`src/rtl/store_align_buffer_pkg.sv`:
```
// -----------------------------------------------------------------------------
// store_align_buffer_pkg
//   Shared definitions for the MEM-stage store path.
//   - Store-op encodings. They use the same values as the load extender select
//     so the control unit can drive both paths from one decode table.
//   - Byte-enable constants for word, halfword and byte lanes.
//   - Layout of one buffered store entry.
// -----------------------------------------------------------------------------
package store_align_buffer_pkg;

    localparam logic [1:0] ST_W = 2'd0;
    localparam logic [1:0] ST_H = 2'd1;
    localparam logic [1:0] ST_B = 2'd2;

    localparam logic [3:0] BE_WORD    = 4'b1111;
    localparam logic [3:0] BE_HALF_LO = 4'b0011;
    localparam logic [3:0] BE_HALF_HI = 4'b1100;
    localparam logic [3:0] BE_BYTE0   = 4'b0001;

    // The word address is kept without its two zero LSBs.
    typedef struct packed {
        logic [29:0] word_addr;
        logic [3:0]  be;
        logic [31:0] wdata;
    } store_entry_t;

endpackage

```
`src/rtl/store_lane_fmt.sv`:
```
// -----------------------------------------------------------------------------
// store_lane_fmt
//   Combinational lane formatter. It turns a register value into
//   lane-replicated write data and byte enables. It also flags misaligned or
//   illegal stores.
//   Ports:
//     op      in  2   store type (ST_W / ST_H / ST_B, 3 = illegal)
//     addr_lo in  2   byte offset within the word (st_addr[1:0])
//     data    in  32  source register value
//     be      out 4   byte enables, bit i = byte lane i
//     wdata   out 32  lane-replicated write data
//     err     out 1   misaligned access or illegal op
// -----------------------------------------------------------------------------
module store_lane_fmt
    import store_align_buffer_pkg::*;
(
    input  logic [1:0]  op,
    input  logic [1:0]  addr_lo,
    input  logic [31:0] data,
    output logic [3:0]  be,
    output logic [31:0] wdata,
    output logic        err
);

    always_comb begin
        be    = '0;
        wdata = '0;
        err   = 1'b0;
        case (op)
            ST_W: begin
                be    = BE_WORD;
                wdata = data;
                err   = (addr_lo != 2'b00);
            end
            ST_H: begin
                be    = addr_lo[1] ? BE_HALF_HI : BE_HALF_LO;
                wdata = {2{data[15:0]}};
                err   = addr_lo[0];
            end
            ST_B: begin
                be    = BE_BYTE0 << addr_lo;
                wdata = {4{data[7:0]}};
            end
            default: err = 1'b1;
        endcase
    end

endmodule

```
`src/rtl/store_align_buffer.sv`:
```
// -----------------------------------------------------------------------------
// store_align_buffer
//   Write-side store buffer for the MEM stage. It formats stores into byte
//   lanes and queues up to DEPTH of them in FIFO order. It drains them to data
//   memory over a valid/ack handshake. It also flags loads that hit a
//   buffered store word.
//   Ports:
//     clk        in   1        system clock, rising edge
//     rst_n      in   1        asynchronous active-low reset
//     st_valid   in   1        store presented this cycle
//     st_op      in   2        0 = sw, 1 = sh, 2 = sb, 3 = illegal
//     st_addr    in   32       store byte address
//     st_data    in   32       store source register value
//     st_ready   out  1        buffer not full
//     ld_valid   in   1        load presented this cycle
//     ld_addr    in   32       load byte address
//     ld_hazard  out  1        load word matches a buffered store
//     mem_we     out  1        head entry valid (write request)
//     mem_addr   out  32       head word address
//     mem_be     out  4        head byte enables
//     mem_wdata  out  32       head write data
//     mem_ack    in   1        memory accepted the head write
//     align_err  out  1        one-cycle pulse: bad store dropped
//     occupancy  out  PTR_W+1  number of valid entries
// -----------------------------------------------------------------------------
module store_align_buffer
    import store_align_buffer_pkg::*;
#(
    parameter int DEPTH = 2,
    parameter int PTR_W = 1
) (
    input  logic             clk,
    input  logic             rst_n,
    input  logic             st_valid,
    input  logic [1:0]       st_op,
    input  logic [31:0]      st_addr,
    input  logic [31:0]      st_data,
    output logic             st_ready,
    input  logic             ld_valid,
    input  logic [31:0]      ld_addr,
    output logic             ld_hazard,
    output logic             mem_we,
    output logic [31:0]      mem_addr,
    output logic [3:0]       mem_be,
    output logic [31:0]      mem_wdata,
    input  logic             mem_ack,
    output logic             align_err,
    output logic [PTR_W:0]   occupancy
);

    localparam logic [PTR_W:0] FULL_CNT = (PTR_W + 1)'(DEPTH);

    store_entry_t     entry_q [DEPTH];
    logic [DEPTH-1:0] vld_q;
    logic [PTR_W-1:0] wr_ptr;
    logic [PTR_W-1:0] rd_ptr;
    logic [PTR_W:0]   count;

    logic [3:0]       fmt_be;
    logic [31:0]      fmt_wdata;
    logic             fmt_err;
    logic             push;
    logic             pop;

    // Only the word part of the load address matters for the hazard compare.
    logic             unused_ld_lo;
    assign unused_ld_lo = ^ld_addr[1:0];

    store_lane_fmt u_fmt (
        .op      (st_op),
        .addr_lo (st_addr[1:0]),
        .data    (st_data),
        .be      (fmt_be),
        .wdata   (fmt_wdata),
        .err     (fmt_err)
    );

    // st_ready depends only on the registered count. A dequeue in the same
    // cycle does not open a slot until the next cycle.
    assign st_ready  = (count != FULL_CNT);
    assign mem_we    = (count != '0);
    assign occupancy = count;
    assign push      = st_valid && st_ready && !fmt_err;
    assign pop       = mem_we && mem_ack;

    // Control state: pointers, count, per-entry valid bits, error pulse.
    always_ff @(posedge clk or negedge rst_n) begin
        if (!rst_n) begin
            wr_ptr    <= '0;
            rd_ptr    <= '0;
            count     <= '0;
            vld_q     <= '0;
            align_err <= 1'b0;
        end else begin
            align_err <= st_valid && st_ready && fmt_err;
            if (push) begin
                wr_ptr <= wr_ptr + PTR_W'(1);
            end
            if (pop) begin
                rd_ptr <= rd_ptr + PTR_W'(1);
            end
            case ({push, pop})
                2'b10:   count <= count + (PTR_W + 1)'(1);
                2'b01:   count <= count - (PTR_W + 1)'(1);
                default: count <= count;
            endcase
            // A push never targets the slot being popped. A push needs a free
            // slot, and a pop needs an occupied one.
            if (pop) begin
                vld_q[rd_ptr] <= 1'b0;
            end
            if (push) begin
                vld_q[wr_ptr] <= 1'b1;
            end
        end
    end

    // Entry payload has no reset. It is only observed through vld_q/count.
    always_ff @(posedge clk) begin
        if (push) begin
            entry_q[wr_ptr] <= '{word_addr: st_addr[31:2], be: fmt_be, wdata: fmt_wdata};
        end
    end

    // Head outputs are forced to zero when the buffer is empty. This hides
    // stale payload and keeps the bus quiet after reset.
    always_comb begin
        mem_addr  = '0;
        mem_be    = '0;
        mem_wdata = '0;
        if (mem_we) begin
            mem_addr  = {entry_q[rd_ptr].word_addr, 2'b00};
            mem_be    = entry_q[rd_ptr].be;
            mem_wdata = entry_q[rd_ptr].wdata;
        end
    end

    // The store presented this same cycle is deliberately excluded; forwarding
    // handles that case.
    always_comb begin
        ld_hazard = 1'b0;
        for (int i = 0; i < DEPTH; i++) begin
            if (ld_valid && vld_q[i] && (entry_q[i].word_addr == ld_addr[31:2])) begin
                ld_hazard = 1'b1;
            end
        end
    end

endmodule

```
`config.mk`:
```
export PLATFORM = sky130hd
export DESIGN_NAME = store_align_buffer
export DESIGN_NICKNAME = d
export VERILOG_FILES = /design/src/rtl/store_align_buffer_pkg.sv /design/src/rtl/store_lane_fmt.sv /design/src/rtl/store_align_buffer.sv
export SDC_FILE = /design/constraint.sdc
export NUM_CORES = 1
export LEC_CHECK = 0
export CAP_MARGIN = 30
export CORE_UTILIZATION = 52
export CTS_CLUSTER_SIZE = 25
export DETAILED_ROUTE_END_ITERATION = 8
export PLACE_DENSITY = 0.87
export SLEW_MARGIN = 20
export SYNTH_ARGS = -nofsm -noshare
export SYNTH_HDL_FRONTEND = slang
export SYNTH_SLANG_ARGS = --single-unit
```
`constraint.sdc`:
```
create_clock -name clk -period 10.4 [get_ports clk]
set_input_delay 1.04 -clock clk [delete_from_list [all_inputs] [get_ports clk]]
set_output_delay 1.04 -clock clk [all_outputs]
set_load 0.005 [all_outputs]
```
Word level (Yosys, flattened, before mapping) --
Memory sizes are Yosys's and may differ from the RTL's. Index checks and enable logic that the tools add are counted.
Cells by class: add/subtract/negate cells 4, $lt $le $gt $ge 4, eq/ne operators 7, shift operators 1, multiplexer cells 18, bitwise logic cells 3, reduce and logical (&&, ||, !) cells 15
Operator list (number):
- $pmux 32 s3 | 1
- $mux 32 | 2
- $eq 30x30->1 | 2
- $pmux 4 s3 | 1
- $logic_and 1x1->1 | 10
- $mux 4 | 2
- $mux 1 | 6
- $reduce_bool 2->1 | 3
- $eq 2x1->1 const B | 2
- $eq 2x2->1 const B | 2
- $lt 1x2->1 const B | 2
- $mux 2 | 2
- $pmux 2 s2 | 1
- $shl 1x2->4 const A | 1
- $pmux 1 s3 | 1
- $add 1x1->1 const B | 2
- $add 2x1->2 const B | 1
- $and 2x2->2 | 1
- $demux 1 s1 | 2
- $ge 1x1->1 const B | 2
- $logic_not 2->1 | 1
- $ne 2x2->1 const B | 1
- $not 2->2 | 1
- $or 2x2->2 | 1
- other kinds (2) | 2
Storage, ports and cells: register bits after elaboration 7, RAM bits 132, bits of input ports 103, output and inout bits 74, word-level logic and storage cells 58, memories kept 1
Memories:
- entry_q | depth 2, bits a word 66, rd ports 3, clocked after Yosys merged registers in 0, write ports 1, RTL line store_align_buffer.sv:53 | store_entry_t entry_q [DEPTH];

Logic depth before layout (Yosys ltp) --
Gate-level depths: netlist of the first run.
word-level depth 9, mapped depth 8, gate-level depth less buffers 8

Cells and area by module --
A second synthesis of the first run with hierarchy kept.
Second synthesis, totals: cell total of the unflattened synthesis 478, area total of the unflattened synthesis 6478.7 um2
By module, submodules not included:
- store_align_buffer | times used 1, cells an instance 394, area each 5967.0 um2, seq. area each 4139.0 um2
- store_lane_fmt | times used 1, cells an instance 84, area each 511.7 um2, seq. area each 0.0 um2

Worst setup path after synthesis of the first run --
OpenSTA, ideal clock, no wires.
path type input -> register, start point input port st_addr[1], end point memory entry_q[0][0] (netlist bit) (enable), library setup time 491 ps, arrival 4331 ps, required time 9909 ps, setup slack 5578 ps, stages 4, buffers on the path 0, cells stage by stage nor2b_2 -> nor2_1 -> o2111ai_4 -> nor2_1
Between the ends: cells in the longest elaborated chain, start to end 6
RTL lines:
- start, declared | RTL line store_align_buffer.sv:36 | input logic [31:0] st_addr,
- $reduce_bool 2->1 | RTL line store_lane_fmt.sv:33 | err = (addr_lo != 2'b00);
- $pmux 1 s3 | RTL line store_lane_fmt.sv:29 | case (op)
- $logic_not 1->1 | RTL line store_align_buffer.sv:83 | assign push = st_valid && st_ready && !fmt_err;
- $logic_and 1x1->1 | RTL line store_align_buffer.sv:83
- $mux 1 | RTL line store_align_buffer.sv:120 | if (push) begin
- $mux 1 (implied by the code) | RTL line store_align_buffer.sv:121 | entry_q[wr_ptr] <= '{word_addr: st_addr[31:2], be: fmt_be, wdata: fmt_wdata};
- end, declared | RTL line store_align_buffer.sv:53
No other way between the ends.

Final worst setup path of the first run --
start point input port ld_addr[29], end point output port ld_hazard
Between the ends: cells in the longest elaborated chain, start to end 4, elaborated cells on any way between the ends 6, classes of those cells eq/ne (2); mux (2); reduce/logical (2)
RTL lines:
- start, declared | RTL line store_align_buffer.sv:40 | input logic [31:0] ld_addr,
- $eq 30x30->1 | RTL line store_align_buffer.sv:143 | if (ld_valid && vld_q[i] && (entry_q[i].word_addr == ld_addr[31:2])) begin
- $logic_and 1x1->1 | RTL line store_align_buffer.sv:143
- $mux 1 | RTL line store_align_buffer.sv:143
- $mux 1 (*) | RTL line store_align_buffer.sv:143
- end, declared | RTL line store_align_buffer.sv:41 | output logic ld_hazard,
Every way passes the cells marked *; elsewhere a longest branch is shown, timed or not.

==> reports/qor.yml, run 1 <==
outcome:
  status: "completed"
place:
  hpwl_um: 10800
  portBuffers: 172
  place_congestion: 0.826
  placedCellCount: 802
worst_setup_path:
  ff2ff_path_depth: 4
  cp-end-kind: "output pin"
  crit_path_start: "ld_addr[29]"
  worstSetupStartpointType: "input port"
  critPathKind: "input port to output pin"
  critPathBufInv: 2
  r2r_setup_slack_ns: 7.77
  cp_slowest_stage_delay_ns: 0.52
  crit_slowest_cell: "nor4_1"
  worstPathCellList: "clkdlybuf4s50_1 -> xor2_1 -> nor4_1 -> nand4_1 -> o22ai_1 -> clkdlybuf4s50_1"
  arrival_ns: 3.03
  crit_fanout: 2
  critPathMostFrequentCell: "clkdlybuf4s50_1"
  crit_family: "buffers and inverters"
  required_ns: 9.36
  r2r_start: "occupancy[0]$_DFFE_PN0P_"
  r2r-end: "entry_q[0][32]$_DFFE_PP_"
grt:
  antenna_found_initial: 0
  grt_overflow_total: 0
  track_usage_pct: 24.9
  grt_max_degree: 42
  grt_pass1_vias: 4640
  grt_first_pass_wirelength_um: 23800
final_layout:
  register_area_mm2: 0.00414
  instances_no_fill: 835
  fill_cells: 750
  finalNetCount: 758
  diodes: 0
  area_delta_synth_final_pct: 39.0
  drive_gt1_share_pct: 6.30
  multiInputGateArea_mm2: 0.00217
hold_path:
  hold_start: "vld_q[1]$_DFF_PN0_"
  min_to: "vld_q[1]$_DFF_PN0_"
  hold_depth: 2
  min_path_type: "flop to flop"
run:
  max-cap-violations: 0
clock_network:
  cts_buffer_depth: 2
  ctsHtreeMaxLevel: 4
  cts-buffers-inserted: 17
  clockRootBuffer: "clkbuf_16"
  cts_hold_buf: 0
  post_cts_buffers: 0
  cts_tree: "done"
  cts_resized: 0
  clock_latency_ns: 0.41
  cts_sinks: 139
  path_clk_slew_ns: 0.05
route:
  drt_iter0_markers: 205
  via_per_inst: 5.27
  drcViolationCount: 0
  wirelength_um: 15400
  wl_per_cell_um: 18.4
  dr.pass1.iters: 5
  num_vias: 4404
  ant_nets: 0
sta:
  min_period_ns: 4.07
  finClkSkew_ns: 0.00927
  rsz0062_at_grt: "no"
  max_freq_ghz: 0.246
  finalSetupViolCount: 0
  slew-limit-headroom_pct: 38.8
  min_period_over_period_pct: 39.1
  whs_ns: 0.551
  finalMaxSlewViolations: 0
  hold_viol: 0
  setup_tns_ns: 0
  worst_pin_slew_ns: 0.915
die:
  die_x_um: 114
  rows: 40
  start_util_pct: 53.7
  core_region_area_mm2: 0.0121
  dieArea_mm2: 0.0129
  ios: 177
  die_height_um: 114
power_and_ir_drop:
  ir_worst_vdd_mv: 0.153
  sw_frac_of_total_pct: 28.5
  power_density_mw_per_mm2: 242
  finalPower_mw: 2.18
  p_switching_mw: 0.622
  power.internal_mw: 1.56
  combinationalPowerShare_pct: 34.9
  seq_power_share_pct: 35.9
  leakage_nw: 3.43
  p_clk_share_pct: 29.2
logic_synthesis:
  synthCells: 478
  ys_types: 29
  postSynthAreaPerCell_um2: 13.5
  synth_seq_cells: 139
  synth_area_mm2: 0.00647
  ys_warn_count: 0
  synth_seq_area_share_pct: 63.9
[Yosys cell counts, drive strengths merged]
cell	instances	share of area (%)
edfxtp	132	61
mux2i	82	13
nor2	72	4.2
xor2	61	8.3
o21ai	30	2.3
buf	18	1.9
nor4	14	1.4
inv	13	0.75
nand2	13	0.75
and2	8	0.77
dfrtp	7	2.7
clkbuf	5	0.29
nand4	4	0.39
xnor2	4	0.54
a21o	2	0.23
nor2b	2	0.23
nor3	2	0.15
a21oi	1	0.077
and2b	1	0.12
and3	1	0.097
conb	1	0.058
ha	1	0.19
nand2b	1	0.097
o2111ai	1	0.41
o22ai	1	0.097
o2bb2ai	1	0.14
[power groups by stage]
stage	sequential, mW	combinational (mW)	clock, mW
final	0.783	0.762	0.636
after floorplan	0.755	0.383	0
after global placement	0.788	0.747	0
after global routing	0.792	0.819	0.671
after CTS	0.784	0.766	0.647
after detailed placement	0.795	0.759	0
[state kept, by name, summed over array words and instances (netlist names)]
register,flops
align_err,1
entry_q,132
occupancy,2
rd_ptr,1
vld_q,2
wr_ptr,1
[area by class of cell]
cell class / instances / area share, %
sequential: 139 / 46.0
multi-input combinational: 304 / 24.1
timing repair buffer: 179 / 19.9
clock buffer: 18 / 4.77
tap: 168 / 2.34
clock inverter: 14 / 2.24
inverter: 13 / 0.542
[through the flow]
| stage | instance area [um^2] | util, % | worst slack [ns] |
|---|---|---|---|
| 2_1_floorplan | 6480 | - | 5.58 |
| 3_3_place_gp | 8340 | 69.1 | 6.17 |
| 3_5_place_dp | 8340 | 69.1 | 6.11 |
| 4_1_cts | 8970 | 74.4 | 6.33 |
| 5_1_grt | 9000 | 74.6 | 6.26 |
| 6_report | 9000 | 74.6 | 6.33 |
[worst max path at each step]
stage                                    end  slack [ns]  depth (start not counted)
finish                             ld_hazard        6.33                          6
CTS                                ld_hazard        6.33                          6
global placement    entry_q[1][11]$_DFFE_PP_        6.17                          7
global route                       ld_hazard        6.26                          6
detailed placement  entry_q[1][12]$_DFFE_PP_        6.11                          7
floorplan            entry_q[0][0]$_DFFE_PP_        5.58                          4
[logic make-up after synthesis]
family / share of synthesized area, %
buffers and inverters: 2.94
multiplexers: 12.7
other: 0.0579
AND/OR/NAND/NOR: 8.14
flip-flops: 63.9
XOR/XNOR: 8.79
AO/OA/AOI/OAI: 3.27
adder cells (fa/ha/maj): 0.193
[per-layer routing]
| layer | track usage, % | share of wire [%] | wire (um) | up-vias |
|---|---|---|---|---|
| li1 | - | - | - | 2076 |
| met1 | 28.0 | 37 | 5760 | 2083 |
| met2 | 44.1 | 52 | 7950 | 221 |
| met3 | 7.65 | 8.6 | 1330 | 24 |
| met4 | 10.0 | 2.4 | 365 | 0 |
| met5 | 0 | 0 | 0 | - |
[tightest hold or removal path, stage by stage, from the launching register on]
cell,delay (ns)
dfrtp_1,0.36
o21ai_0,0.08
o21ai_0,0.07
[placed cells by master (no fill, tap or decap), types with 4 or more instances in the layout]
cell and n:
nand4_1 4, edfxtp_1 132, clkdlybuf4s50_1 172, bufinv_16 5, clkinv_2 4, nor4_1 14
xor2_1 61, mux2i_1 82, nor2_1 69, clkbuf_16 17, nand2_1 13, o21ai_0 30
dfrtp_1 6, buf_4 6, and2_1 8, xnor2_1 4, inv_1 13
(Power assumes the default switching activity.)
==> run 2, diff against run 1 <==
Settings changed: CORE_UTILIZATION 52 to 49, PLACE_DENSITY 0.87 to 0.83.
Clock period 10.4 ns to 3.9 ns, I/O delays scaled along.
==> run 2 against run 1 <==
Effect of this change:
- critical path depth is 2 lower
- flip-flop and latch count stayed put
- worst hold slack worse by 0.32 ns
- die area is 6.0% higher
- clock skew hardly changed
- largest power group unchanged
==> reports/qor.yml, run 2 (synthesis gave the netlist of run 1 again) <==
die:
  die_x_um: 117  # +3.0%
  ios: 177  # unchanged
  core_region_area_mm2: 0.0128  # +5.9%
  start_util_pct: 50.7  # -3.0 points
  rows: 41  # +2.5%
  die_height_um: 117  # +3.0%
  dieArea_mm2: 0.0137  # +6.0%
final_layout:
  drive_gt1_share_pct: 6.28  # -0.019 points
  layout_commonest_cell: "clkdlybuf4s50_1"
  finalNetCount: 761  # +0.40%
  instances_no_fill: 841  # +0.72%
  final_cell_mix: "clkdlybuf4s50_1, edfxtp_1, mux2i_1"
  postLayoutCoreUtil_pct: 70.1  # -4.5 points
  diodes: 0  # unchanged
  regMostFlops: "entry_q"
  area_delta_synth_final_pct: 38.3
  largest_register_ffs: 132  # unchanged
sta:
  finalSetupViolCount: 0  # unchanged
  rsz0062_at_grt: "no"
  finClkSkew_ns: 0.00908  # -0.000185 ns
  setup_ws_ns: 0.988  # -5.35 ns
  finalMaxSlewViolations: 0  # unchanged
  worst_pin_slew_ns: 0.712  # -0.203 ns
  min_period_ns: 2.91
  max_freq_ghz: 0.343
  min_period_over_period_pct: 74.7
  slew-limit-headroom_pct: 52.5  # +14 points
  hold_viol: 0  # unchanged
  setup_tns_ns: 0  # unchanged
run:
  max-cap-violations: 0  # unchanged
grt:
  grt_overflow_total: 0  # unchanged
  antenna_found_initial: 0  # unchanged
  gr-usage-met3_pct: 6.64  # -1.0 points
  grt_max_degree: 39  # -7.1%
  met1_usage_pct: 25.9  # -2.0 points
  grt.busiest_layer: "met2"
  grt_first_pass_wirelength_um: 22300  # -6.2%
  grt_pass1_vias: 4313  # -7.0%
  use_met2_pct: 39.6  # -4.5 points
  track_usage_pct: 22.8  # -2.1 points
route:
  wl_per_cell_um: 17.9  # -3.2%
  drt_iter0_markers: 294  # +43%
  drcViolationCount: 0  # unchanged
  via_per_inst: 5.24  # -0.65%
  dr.pass1.iters: 4  # -1
  wirelength_um: 15000  # -2.5%
  num_vias: 4407  # +0.068%
  ant_nets: 0  # unchanged
clock_network:
  clock_latency_ns: 0.42  # about the same
  post_cts_buffers: 0  # unchanged
  cts_tree: "done"
  cts_resized: 0  # unchanged
  clockRootBuffer: "clkbuf_16"
  cts_hold_buf: 0  # unchanged
  path_clk_slew_ns: 0.05  # about the same
  cts-buffers-inserted: 17  # unchanged
  cts_sinks: 139  # unchanged
  cts_buffer_depth: 2  # unchanged
  ctsHtreeMaxLevel: 4  # unchanged
worst_setup_path:
  critPathBufInv: 2  # unchanged
  cp_slowest_stage_delay_ns: 0.90  # +0.38 ns
  critPathKind: "flop to output pin"
  cp-end-kind: "output pin"
  crit_family: "flip-flops"
  crit_fanout: 38  # +36
  worstPathCellList: "buf_12 -> mux2i_1 -> nor2_1 -> clkdlybuf4s50_1"
  required_ns: 3.51  # -5.85 ns
  crit_slowest_cell: "dfrtp_4"
  arrival_ns: 2.52  # -0.51 ns
  worstSetupStartpointType: "flop"
place:
  placedCellCount: 810  # +1.0%
  place_congestion: 0.831  # +0.54%
  portBuffers: 172  # unchanged
  hpwl_um: 10600  # -2.1%
  pre_cts_slack_ns: 1.09  # -5.03 ns
hold_path:
  min_path_type: "input port to async pin"
outcome:
  status: "completed"
power_and_ir_drop:
  ir_worst_vdd_mv: 0.284  # +86%
  power_density_mw_per_mm2: 634  # +160%
  leakage_nw: 3.42  # -0.27%
run 2: cell count changes in the layout (fill, tap and decap cells not counted), moves of 2 or more:
cell	delta
buf_4	+3
clkinvlp_4	-2
clkinv_2	+2
bufinv_16	-2
clkbuf_1	+2
run 2: where the power goes:
part | switching [mW] | internal, mW
Clock | 0.559 | 0.988
Combinational | 0.877 | 1.15
Sequential | 0.209 | 1.90
run 2: final cells by class:
type,instances,area [um^2]
multi-input combinational,304,2170
tap,172,215
clock inverter,11,128
clock buffer,20,437
sequential,139,4140
fill,867,3820
timing repair buffer,182,1810
inverter,13,48.8
run 2: metrics by stage:
stage | hold slack (ns) | instance area [um^2] | total power [mW]
detailed placement | 0.530 | 8390 | 4.17
global placement | 0.524 | 8390 | 4.14
floorplan | 0.0944 | 6480 | 3.03
global route | 0.248 | 8950 | 5.97
finish | 0.230 | 8950 | 5.68
CTS | 0.223 | 8950 | 5.73
run 2: final timing paths:
kind                       slack (ns)  depth (start not counted)                startpoint                       end
max                              0.99                          4        rd_ptr$_DFFE_PN0P_             mem_wdata[16]
min                              0.23                          1                     rst_n       align_err$_DFF_PN0_
max reg2reg                      1.47                          8  occupancy[0]$_DFFE_PN0P_  occupancy[1]$_DFFE_PN0P_
min reg2reg                      0.53                          2        vld_q[1]$_DFF_PN0_        vld_q[1]$_DFF_PN0_
max in group asynchronous        3.40                          1                     rst_n        rd_ptr$_DFFE_PN0P_
min in group clk                 0.53                          2        vld_q[1]$_DFF_PN0_        vld_q[1]$_DFF_PN0_
run 2: metal layers:
layer	up-vias	part of all wire, %
li1	2069	-
met1	2108	40
met2	209	50
met3	21	8.1
met4	0	2.0
met5	-	0
